`config.mk`:
```
export PLATFORM = sky130hd
export DESIGN_NAME = cache_arbiter
export DESIGN_NICKNAME = d
export VERILOG_FILES = /design/src/rtl/lc3b_types.sv /design/src/rtl/cache_arbiter.sv
export SDC_FILE = /design/constraint.sdc
export NUM_CORES = 1
export LEC_CHECK = 0
export CORE_AREA = 2 2 276 278
export CTS_CLUSTER_SIZE = 12
export DETAILED_ROUTE_END_ITERATION = 8
export DIE_AREA = 0 0 278 280
export GPL_ROUTABILITY_DRIVEN = 0
export GPL_TIMING_DRIVEN = 0
export PLACE_DENSITY = 0.32
export SYNTH_ARGS = -nofsm -noshare
export SYNTH_HDL_FRONTEND = slang
export SYNTH_SLANG_ARGS = --single-unit
```
`constraint.sdc`:
```
create_clock -name clk -period 2.1 [get_ports clk]
set_input_delay 0.525 -clock clk [delete_from_list [all_inputs] [get_ports clk]]
set_output_delay 0.525 -clock clk [all_outputs]
set_load 0.1 [all_outputs]
```
`src/rtl/lc3b_types.sv`:
```
// Shared LC-3b type definitions: word/line containers and the line-port
// arbiter's state and port encodings.
package lc3b_types;

    typedef logic [15:0]  lc3b_word;
    typedef logic [127:0] lc3b_line;

    typedef enum logic [1:0] {
        IDLE    = 2'd0,
        SERVE_I = 2'd1,
        SERVE_D = 2'd2
    } arb_state_t;

    typedef enum logic {
        ICACHE = 1'b0,
        DCACHE = 1'b1
    } arb_port_t;

endpackage

```
`src/rtl/cache_arbiter.sv`:
```
// Serialises icache and dcache line transactions onto one memory line port,
// round-robin on ties, with a sticky watchdog on stalled transactions.
module cache_arbiter
    import lc3b_types::*;
#(
    parameter int unsigned TIMEOUT = 1023,
    parameter int unsigned CNT_W   = 10
) (
    input  logic         clk,
    input  logic         rst_n,
    input  logic         i_read,
    input  logic [15:0]  i_address,
    output logic [127:0] i_rdata,
    output logic         i_resp,
    input  logic         d_read,
    input  logic         d_write,
    input  logic [15:0]  d_address,
    input  logic [127:0] d_wdata,
    output logic [127:0] d_rdata,
    output logic         d_resp,
    output logic         mem_read,
    output logic         mem_write,
    output logic [15:0]  mem_address,
    output logic [127:0] mem_wdata,
    input  logic [127:0] mem_rdata,
    input  logic         mem_resp,
    output logic         arb_busy,
    output logic         timeout_err
);

    localparam logic [CNT_W-1:0] WD_LIMIT = CNT_W'(TIMEOUT);
    localparam logic             WD_EN    = (TIMEOUT != 32'd0);

    arb_state_t       state_r;
    arb_state_t       next_state_s;
    arb_port_t        last_grant_r;
    logic [CNT_W-1:0] wd_count_r;
    logic             timeout_err_r;
    logic             d_req_s;
    logic             serving_s;

    assign d_req_s   = d_read | d_write;
    assign serving_s = (state_r != IDLE);

    // State and last-grant registers; completion hands the tie back to the other port.
    always_ff @(posedge clk or negedge rst_n) begin
        if (!rst_n) begin
            state_r      <= IDLE;
            last_grant_r <= DCACHE;
        end else begin
            state_r <= next_state_s;
            if (state_r == SERVE_I && mem_resp) begin
                last_grant_r <= ICACHE;
            end else if (state_r == SERVE_D && mem_resp) begin
                last_grant_r <= DCACHE;
            end else begin
                last_grant_r <= last_grant_r;
            end
        end
    end

    // Next-state selection: one grant per IDLE pass, no bypass on completion.
    always_comb begin
        next_state_s = state_r;
        case (state_r)
            IDLE: begin
                if (i_read && d_req_s) begin
                    next_state_s = (last_grant_r == ICACHE) ? SERVE_D : SERVE_I;
                end else if (i_read) begin
                    next_state_s = SERVE_I;
                end else if (d_req_s) begin
                    next_state_s = SERVE_D;
                end else begin
                    next_state_s = IDLE;
                end
            end
            SERVE_I, SERVE_D: begin
                if (mem_resp) begin
                    next_state_s = IDLE;
                end else begin
                    next_state_s = state_r;
                end
            end
            default: next_state_s = IDLE;
        endcase
    end

    // Watchdog: counts stalled cycles of the current grant, saturating; error is sticky.
    always_ff @(posedge clk or negedge rst_n) begin
        if (!rst_n) begin
            wd_count_r    <= {CNT_W{1'b0}};
            timeout_err_r <= 1'b0;
        end else begin
            if (!serving_s) begin
                wd_count_r <= {CNT_W{1'b0}};
            end else if (!mem_resp && wd_count_r != WD_LIMIT) begin
                wd_count_r <= wd_count_r + CNT_W'(1);
            end else begin
                wd_count_r <= wd_count_r;
            end
            if (WD_EN && serving_s && !mem_resp && (wd_count_r + CNT_W'(1) == WD_LIMIT)) begin
                timeout_err_r <= 1'b1;
            end else begin
                timeout_err_r <= timeout_err_r;
            end
        end
    end

    // Downstream/upstream steering; responses and strobes pass through combinationally.
    always_comb begin
        mem_read    = 1'b0;
        mem_write   = 1'b0;
        mem_address = 16'h0000;
        mem_wdata   = 128'h0;
        i_rdata     = 128'h0;
        d_rdata     = 128'h0;
        i_resp      = 1'b0;
        d_resp      = 1'b0;
        case (state_r)
            SERVE_I: begin
                mem_read    = i_read;
                mem_address = i_address;
                i_rdata     = mem_rdata;
                d_rdata     = mem_rdata;
                i_resp      = mem_resp;
            end
            SERVE_D: begin
                mem_read    = d_read & ~d_write;
                mem_write   = d_write;
                mem_address = d_address;
                mem_wdata   = d_wdata;
                i_rdata     = mem_rdata;
                d_rdata     = mem_rdata;
                d_resp      = mem_resp;
            end
            default: begin
                mem_read = 1'b0;
            end
        endcase
    end

    assign arb_busy    = serving_s;
    assign timeout_err = timeout_err_r;

endmodule
```
Yosys cells after proc, flatten, opt, wreduce, memory -nomap -nowiden
Cells that the tools add are included.
{ "word_totals": {"ff_bits": 14, "output_inout_bits": 406} }
{ "classes": {"mux": 17, "bitwise_logic": 3, "n_reduce_logical": 11, "addsub": 1, "n_eq_ne": 6} }
{ "ops": {"columns": ["op", "n"], "rows": [
  ["2-to-1 mux 128 bit", 2],
  ["case mux 16 bit (2 select lines)", 1],
  ["2-to-1 mux 10 bit", 2],
  ["adder 10 x 1 -> 10 bit (second input constant)", 1],
  ["equality test 10 bit (second input constant)", 1],
  ["2-to-1 mux 2 bit", 5],
  ["inequality test 10 bit (second input constant)", 1],
  ["logical AND 1 bit", 6],
  ["2-to-1 mux 1 bit", 5],
  ["inequality test 2 x 1 -> 1 bit (second input constant)", 2],
  ["case mux 2 bit (2 select lines)", 1],
  ["nonzero test 2 bit", 2],
  ["equality test 2 x 1 -> 1 bit (second input constant)", 1],
  ["equality test 2 bit (second input constant)", 1],
  ["logical NOT 2 bit", 1],
  ["case mux 1 bit (2 select lines)", 1],
  ["OR reduction 2 bit", 1],
  ["bitwise AND 1 bit", 1],
  ["logical NOT 1 bit", 1],
  ["inverter 1 bit", 1],
  ["bitwise OR 1 bit", 1]
]} }

Logic depth before layout (Yosys ltp)
Gate-level depths: netlist of run 1.
{ "depth": {"ltp_word": 5, "mapped_depth": 7} }

Least setup slack after synthesis of run 1
OpenSTA, ideal clock, no wires.
{ "synth_timing": {"path_kind": "register to output", "from": "register state_r[0]", "to": "output mem_address[10]", "t_required_ns": 1.575, "path_slack_ns": -1.057, "path_stages_with_launch": 7, "t_arrival_ns": 2.632, "path_cell_list": "dfrtp_1 inv_1 ha_1 clkbuf_1 clkbuf_1 a22oi_1 nor2b_1"} }
{ "synth_via": {"elab_chain_len": 2} }
{ "synth_rtl": {"columns": ["item", "line_no", "rtl"], "rows": [
  ["start, declared", "cache_arbiter.sv:34", "arb_state_t state_r;"],
  ["start signal, assigned", "cache_arbiter.sv:51", "state_r <= next_state_s;"],
  ["equality test 2 bit or equality test 2 x 1 -> 1 bit (tied branches)", "cache_arbiter.sv:119", "case (state_r)"],
  ["case mux 16 bit (2 select lines) *", "cache_arbiter.sv:119", null],
  ["end, declared", "cache_arbiter.sv:23", "output logic [15:0] mem_address,"]
]} }
Mark *: on every way between the ends. The rest lies on a longest branch, timed or not.

Worst setup path in the final report of run 1
{ "layout_timing": {"from": "register state_r[0]", "to": "output i_rdata[14]"} }
{ "layout_via": {"elab_chain_len": 3} }
{ "layout_rtl": {"columns": ["item", "line_no", "rtl"], "rows": [
  ["equality test 2 x 1 -> 1 bit or equality test 2 bit (tied branches)", "cache_arbiter.sv:119", null],
  ["OR reduction 2 bit (no source line) *", null, null],
  ["2-to-1 mux 128 bit *", "cache_arbiter.sv:119", null],
  ["end, declared", "cache_arbiter.sv:13", "output logic [127:0] i_rdata,"]
]} }
Marked as above.

==> qor.csv, run 1 <==
stage,metric,value,unit
run_status,outcome,finished with violations,
run_status,failing checks,negative setup slack,
clock_network,clk root buf,clkbuf_16,
clock_network,clock tree buffer depth,2,
timing,min setup slack post-route,-314,ps
final_layout,fill cell count,7816,
worst_setup_path,cell family with most CP delay,buffers and inverters,
global_route,met1 GRT Util,9.24,%
yosys,Syn Inst Count,545,
yosys,Avg Inst Size Synth,6.92,um2
drt,Routed Antenna Nets,0,
yosys,Yosys top cell by area,and2_1,
timing,Final setup viols,395,
floorplanning,# rows,101,
yosys,"Cell Area, Synth",3770,um2
clock_network,clk sinks,14,
yosys,"EDFF count, synth",0,
yosys,xor and xnor area share after synthesis,0.697,%
floorplanning,core area,75200,um2
clock_network,latest clock arrival within the worst-skew pair,250,ps
placed_design,Placed Cells incl. Taps,2222,
timing,skew final,4.84,ps
global_route,initial antenna violation count,14,
timing,Min Hold Slack,489,ps
global_route,vias in the first global route,6778,
drt,final WL,40.6,mm
yosys,Simple-Gate Fraction of Synth Area,51.1,%
global_route,first-pass GRT wire length,53.4,mm
floorplanning,DIE AREA,77800,um2
final_layout,Finished Layout Cells,2255,
worst_setup_path,worst path arrival time,1890,ps
global_route,global routing's busiest layer,met2,
yosys,Synth Flop Type,dfrtp_1,
yosys,Mapped Nets,844,
worst_setup_path,CP max-delay cell,dfrtp_1,
clock_network,total CTS buffers,3,
global_route,gr ovfl total,0,
yosys,largest family of logic cells by synthesized area,simple AND/OR/NAND/NOR gates,
final_layout,share of post-route cells with drive strength above 1,70.5,%
timing,Rel. slew slack,35.3,%
timing,period utilization,115,%
yosys,sequential fraction of the synthesis area,9.32,%
floorplanning,Initial Util,5.02,%
timing,crit path time final,2410,ps
yosys,#FFs+latches synth,14,
yosys,Yosys Warn Count,0,
final_layout,"commonest non-fill, non-tap cell in the layout",buf_12,
global_route,pin count of the biggest net entering global routing,15,
final_layout,post-route cell area,18900,um2
clock_network,cts hold-fix bufs,0,
yosys,adder-cell share of the synthesized area,1.66,%
floorplanning,die height,280,um
worst_setup_path,worst-path cell chain,inv_2 -> ha_4 -> clkbuf_16 -> clkbuf_16 -> and2_4 -> buf_12 -> buf_12,
final_layout,register area,352,um2
final_layout,most frequent cells in the layout,"buf_12 (488), clkdlybuf4s50_1 (292), and2_4 (201)",
clock_network,"Reg clk slew, reported paths",50,ps
yosys,Synth cell types,39,
placed_design,Port-buffer cells,699,
clock_network,CTS tree,yes,
timing,Final Max Slew Viols,0,
timing,fmax,414,MHz
floorplanning,# IOs,700,
worst_setup_path,Worst Setup End Kind,output pin,
yosys,ranking of synthesized cells by area,"and2_1 (43%), buf_4 (25%), dfrtp_1 (8.6%)",
yosys,Post-synth ARST share,100,%
drt,per-cell routed wire length,18.0,um
worst_setup_path,Crit Path Class,reg2out,
drt,total number of vias,6414,
yosys,area share of the largest cell type after synthesis,42.8,%
worst_setup_path,crit path max fanout,10,
final_layout,final-stage net count,1574,
drt,# DRC,0,
global_route,GRT Util Overall,9.60,%
worst_setup_path,critical path launch point type,flop,
clock_network,H-tree levels,1,
timing,setup TNS,-86810,ps
drt,Pre-Repair DR Iteration Count,4,
final_layout,area of the multi-input gates,3090,um2
global_route,met3 Usage GRT,4.71,%
yosys,Compound-Gate Fraction of Synth Area,6.97,%
worst_setup_path,Critical Path RT,1570,ps
final_layout,area grow syn2layout,402,%
drt,via density per instance,2.84,
yosys,multiplexer area fraction after synthesis,0.265,%
floorplanning,die width,278,um
worst_setup_path,WP buf/inv,5,
placed_design,DP Area,14000,um2
placed_design,hpwl dp,35.9,mm
timing,final hold viol count,0,
timing,RSZ-0062 raised after global routing,true,
run,Max-Cap Viols,0,
global_route,GR Util met2,18.8,%
timing,Worst-Margin Slew,969,ps
drt,DR iter-0 viols,131,
worst_setup_path,"Largest stage delay, worst path",370,ps
worst_hold_path,Worst Hold Class,reg2reg,
sequential cells by signal, indices dropped and copies added (netlist names):
signal	count
timeout_err	1
state_r	2
last_grant_r	1
wd_count_r	10
final timing paths:
kind                               startpoint             to  slack [ps]  depth (start not counted)
worst min-delay path              timeout_err    timeout_err         490                          1
worst max register to register  wd_count_r[0]  wd_count_r[7]         310                          5
min in group asynchronous               rst_n  wd_count_r[1]         690                          1
worst min register to register    timeout_err    timeout_err         490                          1
max in group asynchronous               rst_n  wd_count_r[5]         960                          1
worst max-delay path               state_r[0]    i_rdata[14]        -310                          7
metrics by stage:
stage | util [%] | setup slack (ps)
after floorplan | - | -351
after global placement | 18.7 | -1660
after detailed placement | 18.7 | -1630
after CTS | 20.7 | -355
after global routing | 25.2 | -380
final | 25.2 | -314
cell type report:
type	instances	share of cell area, %
timing repair buffer	725	59.1
tap	978	6.46
clock buffer	4	0.469
multi-input combinational	361	16.3
buffer	163	15.6
antenna	3	0.0396
inverter	7	0.211
sequential	14	1.86
Yosys cell counts, drive strengths merged, types with 2 or more instances:
cell type,number
a211oi,2
a21oi,4
a22oi,16
and2,260
buf,129
clkbuf,34
dfrtp,13
ha,5
inv,6
nand2,14
nor2,10
nor2b,16
nor3,3
o211ai,2
o21ai,5
o31ai,2
or3,2
xnor2,3
layer usage:
metal	vias to the layer above	wire, um
li1	3030	-
met1	2876	12800
met2	450	22200
met3	42	4950
met4	16	469
met5	-	113
cell families after synthesis:
logic type      count (synthesis)
simple gates                  315
fa+ha+maj                       5
flops                          14
compound gates                 37
xor+xnor                        3
mux                             1
buf+inv                       170
what timing repair did:
action / in CTS / in global routing
gates cloned: 5 / 4
buffers inserted: 3 / 15
setup endpoints to repair: 407 / 408
endpoints found under the hold margin: 0 / 0
gates resized for setup: 2959 / 846
pin swaps: 11 / 17
Power of run 1 is left out: the tool's default activity adds up to more than one toggle a clock period on the data nets, which glitch-free logic cannot reach.
==> run 2: changes to the inputs <==
Settings changed: CELL_PAD_IN_SITES_DETAIL_PLACEMENT set to 1, CELL_PAD_IN_SITES_GLOBAL_PLACEMENT set to 2, CORE_AREA 2 2 276 278 to 2 2 272 274, DIE_AREA 0 0 278 280 to 0 0 274 276, PLACE_DENSITY 0.32 to 0.62, SKIP_LAST_GASP set to 1, SLEW_MARGIN set to 20.
==> run 2 against run 1 <==
Critical endpoint is now mem_address[13]. Count of clock-buffer cells in the layout unchanged. The flow still finishes with violations (negative setup slack). First-iteration DRC count shrank 34%. Largest cell class unchanged. Hold slack got worse by 22 ps.
==> qor.csv, run 2 (synthesis gave the netlist of run 1 again) <==
stage,metric,value,unit,change
worst_setup_path,worst path arrival time,1940,ps,+50 ps
global_route,first-pass GRT wire length,58.2,mm,+9.0%
final_layout,area grow syn2layout,417,%,
run_status,failing checks,negative setup slack,,
run,Max-Cap Viols,0,,unchanged
final_layout,post-route cell area,19500,um2,+2.9%
global_route,GRT Util Overall,10.7,%,+1.1 points
timing,final hold viol count,0,,unchanged
clock_network,clock tree buffer depth,2,,unchanged
drt,Pre-Repair DR Iteration Count,4,,unchanged
worst_setup_path,Critical Path RT,1570,ps,about the same
floorplanning,die height,276,um,-1.4%
worst_setup_path,critical path launch point type,flop,,
timing,period utilization,117,%,+2.4 points
final_layout,"commonest non-fill, non-tap cell in the layout",buf_12,,
timing,RSZ-0062 raised after global routing,true,,
clock_network,latest clock arrival within the worst-skew pair,250,ps,about the same
placed_design,Placed Cells incl. Taps,2203,,-0.86%
clock_network,total CTS buffers,3,,unchanged
timing,fmax,406,MHz,-2.1%
global_route,pin count of the biggest net entering global routing,15,,unchanged
timing,Final Max Slew Viols,0,,unchanged
floorplanning,Initial Util,5.20,%,+0.18 points
final_layout,share of post-route cells with drive strength above 1,70.8,%,+0.30 points
final_layout,most frequent cells in the layout,"buf_12 (508), clkdlybuf4s50_1 (291), and2_4 (237)",,
worst_setup_path,Crit Path Class,reg2out,,
drt,DR iter-0 viols,86,,-34%
clock_network,H-tree levels,1,,unchanged
worst_setup_path,cells on worst reg2reg path,5,,unchanged
global_route,vias in the first global route,7426,,+9.6%
drt,per-cell routed wire length,19.9,um,+10%
drt,# DRC,0,,unchanged
floorplanning,# IOs,700,,unchanged
placed_design,dpl ws,-1540,ps,+97.8 ps
timing,min setup slack post-route,-365,ps,-51.0 ps
final_layout,Reg with most FFs,wd_count_r,,
drt,total number of vias,6678,,+4.1%
final_layout,max reg flops,10,,unchanged
final_layout,Finished Layout Cells,2255,,unchanged
timing,Rel. slew slack,33.0,%,-2.3 points
clock_network,clk sinks,14,,unchanged
placed_design,DP Area,14000,um2,-0.17%
placed_design,Port-buffer cells,699,,unchanged
timing,Worst-Margin Slew,1000,ps,+34.9 ps
drt,final WL,44.8,mm,+10%
run_status,outcome,finished with violations,,
floorplanning,core area,72600,um2,-3.5%
final_layout,final-stage net count,1594,,+1.3%
timing,Final setup viols,404,,+2.3%
clock_network,clk root buf,clkbuf_16,,
timing,skew final,4.13,ps,-0.709 ps
drt,Routed Antenna Nets,0,,unchanged
placed_design,hpwl dp,36.7,mm,+2.1%
clock_network,"Reg clk slew, reported paths",50,ps,about the same
final_layout,Top Registers,"wd_count_r (10), state_r (2)",,
floorplanning,# rows,99,,-2.0%
timing,crit path time final,2470,ps,+51.0 ps
worst_setup_path,crit path max fanout,10,,unchanged
floorplanning,die width,274,um,-1.4%
worst_hold_path,Hold Path Cell Cnt,1,,unchanged
global_route,gr ovfl total,0,,unchanged
worst_hold_path,Worst Hold Class,reg2reg,,
global_route,initial antenna violation count,11,,-3
worst_setup_path,Worst Setup End Kind,output pin,,
clock_network,CTS tree,yes,,
floorplanning,DIE AREA,75600,um2,-2.8%
drt,via density per instance,2.96,,+4.1%
run 2: cell types whose count changed in the layout (fill, tap and decap cells not counted), moves of 2 or more:
cell,delta
buf_4,+3
buf_6,-2
buf_12,+20
and2_2,-36
buf_8,-16
clkbuf_16,+6
buf_16,+8
and2_4,+36
run 2: timing repair:
item	CTS	global route
gates cloned	4	18
setup buffers	9	19
resized for setup	3417	513
hold buffers	0	0
setup endpoints to repair	407	407
pin swaps	17	15
run 2: per-layer routing:
layer	vias to the layer above	wire length [um]	GRT usage (%)
met3	25	4070	3.45
met4	0	574	1.63
li1	3072	-	-
met5	-	0	0
met2	429	24900	21.1
met1	3152	15300	10.8
run 2: worst paths after layout:
kind / startpoint / endpoint / slack [ps]
worst max-delay path: state_r[1] / mem_address[13] / -370
worst min-delay path: timeout_err / timeout_err / 470
worst max register to register: wd_count_r[0] / wd_count_r[7] / 290
worst min register to register: timeout_err / timeout_err / 470
max in group asynchronous: rst_n / wd_count_r[1] / 980
min in group asynchronous: rst_n / wd_count_r[0] / 690
run 2: area by class of cell:
cell class,instances,area [um2]
tap,959,1200
antenna,2,5.00
buffer,161,2950
inverter,7,40.0
sequential,14,352
multi-input combinational,361,3130
clock buffer,4,88.8
fill,7879,53100
timing repair buffer,747,11700
run 2: through the flow:
step / util (%) / setup TNS [ps] / hold WS, ps
6_report: 26.9 / -102960 / 467
5_1_grt: 26.9 / -129490 / 514
4_1_cts: 24.0 / -119260 / 478
3_5_place_dp: 19.3 / -516160 / 462
3_3_place_gp: 19.3 / -501230 / 471
2_1_floorplan: - / -14230 / 229
run 2: worst max-delay path: stages, from the launching register on:
cell and delay, ps:
dfrtp_1 390, buf_4 150, buf_6 110, ha_4 180
clkbuf_16 170, buf_12 140, a22oi_1 290, nor2b_4 80
buf_12 170
Power of run 2 is left out for the same reason.
==> run 3: changes to the inputs <==
Settings changed: SLEW_MARGIN 20 to 15.
Clock period 2.1 ns to 2.8 ns, I/O delays scaled along.
==> run 3 against run 2 <==
The run now ends clean. First-iteration DRC count rose by 33%. Final area fell by 37%. Worst setup slack improved by 410 ps.
==> qor.csv, run 3 (synthesis gave the netlist of run 1 again) <==
stage,metric,value,unit,change
run_status,outcome,"complete, no violations",,
worst_setup_path,CP max-delay cell,clkdlybuf4s15_2,,
final_layout,most frequent cells in the layout,"buf_4 (300), clkdlybuf4s50_1 (294), buf_6 (202)",,
global_route,gr ovfl total,0,,unchanged
drt,highest metal used,met5,,
final_layout,final-stage net count,1547,,-2.9%
worst_setup_path,cell family with most CP delay,buffers and inverters,,
drt,Pre-Repair DR Iteration Count,4,,unchanged
floorplanning,core area,72600,um2,unchanged
drt,Post-Route M1 WL,16.3,mm,+6.8%
final_layout,Finished Layout Cells,2213,,-1.9%
clock_network,H-tree levels,1,,unchanged
timing,period utilization,98.3,%,
drt,via density per instance,2.89,,-2.5%
timing,skew final,1.25,ps,-2.88 ps
placed_design,dpl ws,-1520,ps,+14.5 ps
final_layout,share of post-route cells with drive strength above 1,57.8,%,-13 points
floorplanning,DIE AREA,75600,um2,unchanged
worst_setup_path,cells on worst reg2reg path,5,,unchanged
drt,length of routed met2 wiring,22.1,mm,-11%
worst_hold_path,Hold Crit Start,timeout_err,,
worst_setup_path,Critical Path RT,2100,ps,+530 ps
clock_network,latest clock arrival within the worst-skew pair,250,ps,about the same
timing,fmax,363,MHz,
clock_network,clk sinks,14,,unchanged
drt,total number of vias,6387,,-4.4%
clock_network,clock tree buffer depth,2,,unchanged
floorplanning,die width,274,um,unchanged
timing,Final Max Slew Viols,0,,unchanged
clock_network,Post-CTS Setup Bufs,0,,-9
timing,RSZ-0062 raised after global routing,true,,
final_layout,max reg flops,10,,unchanged
global_route,first-pass GRT wire length,59.1,mm,+1.4%
worst_setup_path,reg-to-reg startpoint,wd_count_r[0],,
final_layout,Reg with most FFs,wd_count_r,,
clock_network,total CTS buffers,3,,unchanged
placed_design,hpwl dp,41.2,mm,+12%
placed_design,Port-buffer cells,699,,unchanged
drt,Routed Antenna Nets,0,,unchanged
worst_setup_path,Worst Setup End Kind,output pin,,
worst_setup_path,reg2reg end,wd_count_r[5],,
worst_setup_path,WP buf/inv,2,,-3
drt,metal3 WL,5.26,mm,+29%
timing,min setup slack post-route,47.2,ps,+412 ps
placed_design,Placed Cells incl. Taps,2203,,unchanged
worst_setup_path,crit path max fanout,1,,-9
floorplanning,# IOs,700,,unchanged
worst_setup_path,"Largest stage delay, worst path",590,ps,+200 ps
worst_hold_path,Hold Path End,timeout_err,,
timing,Rel. slew slack,31.3,%,-1.7 points
global_route,initial antenna violation count,25,,+14
final_layout,Top Registers,"wd_count_r (10), state_r (2)",,
floorplanning,Initial Util,5.20,%,unchanged
global_route,vias in the first global route,7144,,-3.8%
worst_setup_path,R2R setup slack,940,ps,+650 ps
drt,DR iter-0 viols,114,,+33%
floorplanning,die height,276,um,unchanged
worst_setup_path,worst-path cell chain,clkdlybuf4s50_1 -> and2_1 -> clkdlybuf4s15_2,,
drt,# DRC,0,,unchanged
final_layout,area grow syn2layout,223,%,
clock_network,"Reg clk slew, reported paths",50,ps,about the same
final_layout,"commonest non-fill, non-tap cell in the layout",buf_4,,
worst_setup_path,worst path arrival time,2050,ps,+110 ps
timing,final hold viol count,0,,unchanged
global_route,pin count of the biggest net entering global routing,15,,unchanged
run,Max-Cap Viols,0,,unchanged
drt,final WL,44.9,mm,+0.26%
floorplanning,# rows,99,,unchanged
timing,Final setup viols,0,,-100%
clock_network,cts hold-fix bufs,0,,unchanged
worst_setup_path,critical path launch point type,primary input,,
clock_network,clk root buf,clkbuf_16,,
worst_hold_path,Hold Path Cell Cnt,1,,unchanged
global_route,GRT Util Overall,11.1,%,+0.49 points
worst_setup_path,Crit Path Class,in2out,,
timing,crit path time final,2750,ps,
timing,Worst-Margin Slew,1040,ps,+31.3 ps
worst_hold_path,Worst Hold Class,reg2reg,,
worst_setup_path,Stages on worst setup path,3,,-5
timing,setup TNS,0,ps,+102960 ps
clock_network,CTS tree,yes,,
drt,per-cell routed wire length,20.3,um,+2.2%
-- run 3: cell count changes in the layout (fill, tap and decap cells not counted), sizes merged, moves of 2 or more --
cell / previous run / this run
clkdlybuf4s50: 291 / 294
clkbuf: 32 / 43
diode: 2 / 7
clkdlybuf4s15: 0 / 7
buf: 586 / 519
dlymetal6s2s: 2 / 0
-- run 3: through the flow --
step	hold slack [ps]	instance area [um2]	util, %
6_report	523	12200	16.8
5_1_grt	561	12200	16.8
4_1_cts	535	12100	16.6
3_5_place_dp	525	12200	16.8
3_3_place_gp	513	12200	16.8
2_1_floorplan	404	3970	-
-- run 3: timing repair --
action | CTS | global route
pin swaps | 0 | 0
cloned | 0 | 0
setup endpoints to repair | 405 | 341
resized for setup | 2605 | 82
hold endpoints to repair | 0 | 0
-- run 3: layer usage --
metal / up-vias / GRT usage [%]
met5: - / 0
met4: 18 / 2.55
met2: 457 / 20.2
li1: 2976 / -
met1: 2878 / 11.6
met3: 58 / 5.12
-- run 3: area by class of cell --
| cell class | instances | area [um2] |
|---|---|---|
| Sequential cell | 14 | 352 |
| Inverter | 7 | 40.0 |
| Multi-Input combinational cell | 361 | 2510 |
| Fill cell | 8612 | 60400 |
| Antenna cell | 7 | 17.5 |
| Clock buffer | 4 | 88.8 |
| Timing Repair Buffer | 699 | 6810 |
| Buffer | 162 | 1170 |
| Tap cell | 959 | 1200 |
-- run 3: how the worst max path moves through the flow --
stage | start | to | slack (ps)
after floorplan | state_r[0] | mem_address[10] | -20
after global placement | state_r[0] | i_rdata[33] | -1510
after detailed placement | state_r[0] | i_rdata[33] | -1520
after CTS | state_r[0] | i_rdata[33] | -170
after global routing | state_r[0] | mem_wdata[24] | -90
final | d_wdata[4] | mem_wdata[4] | 50
Power of run 3 is left out for the same reason.
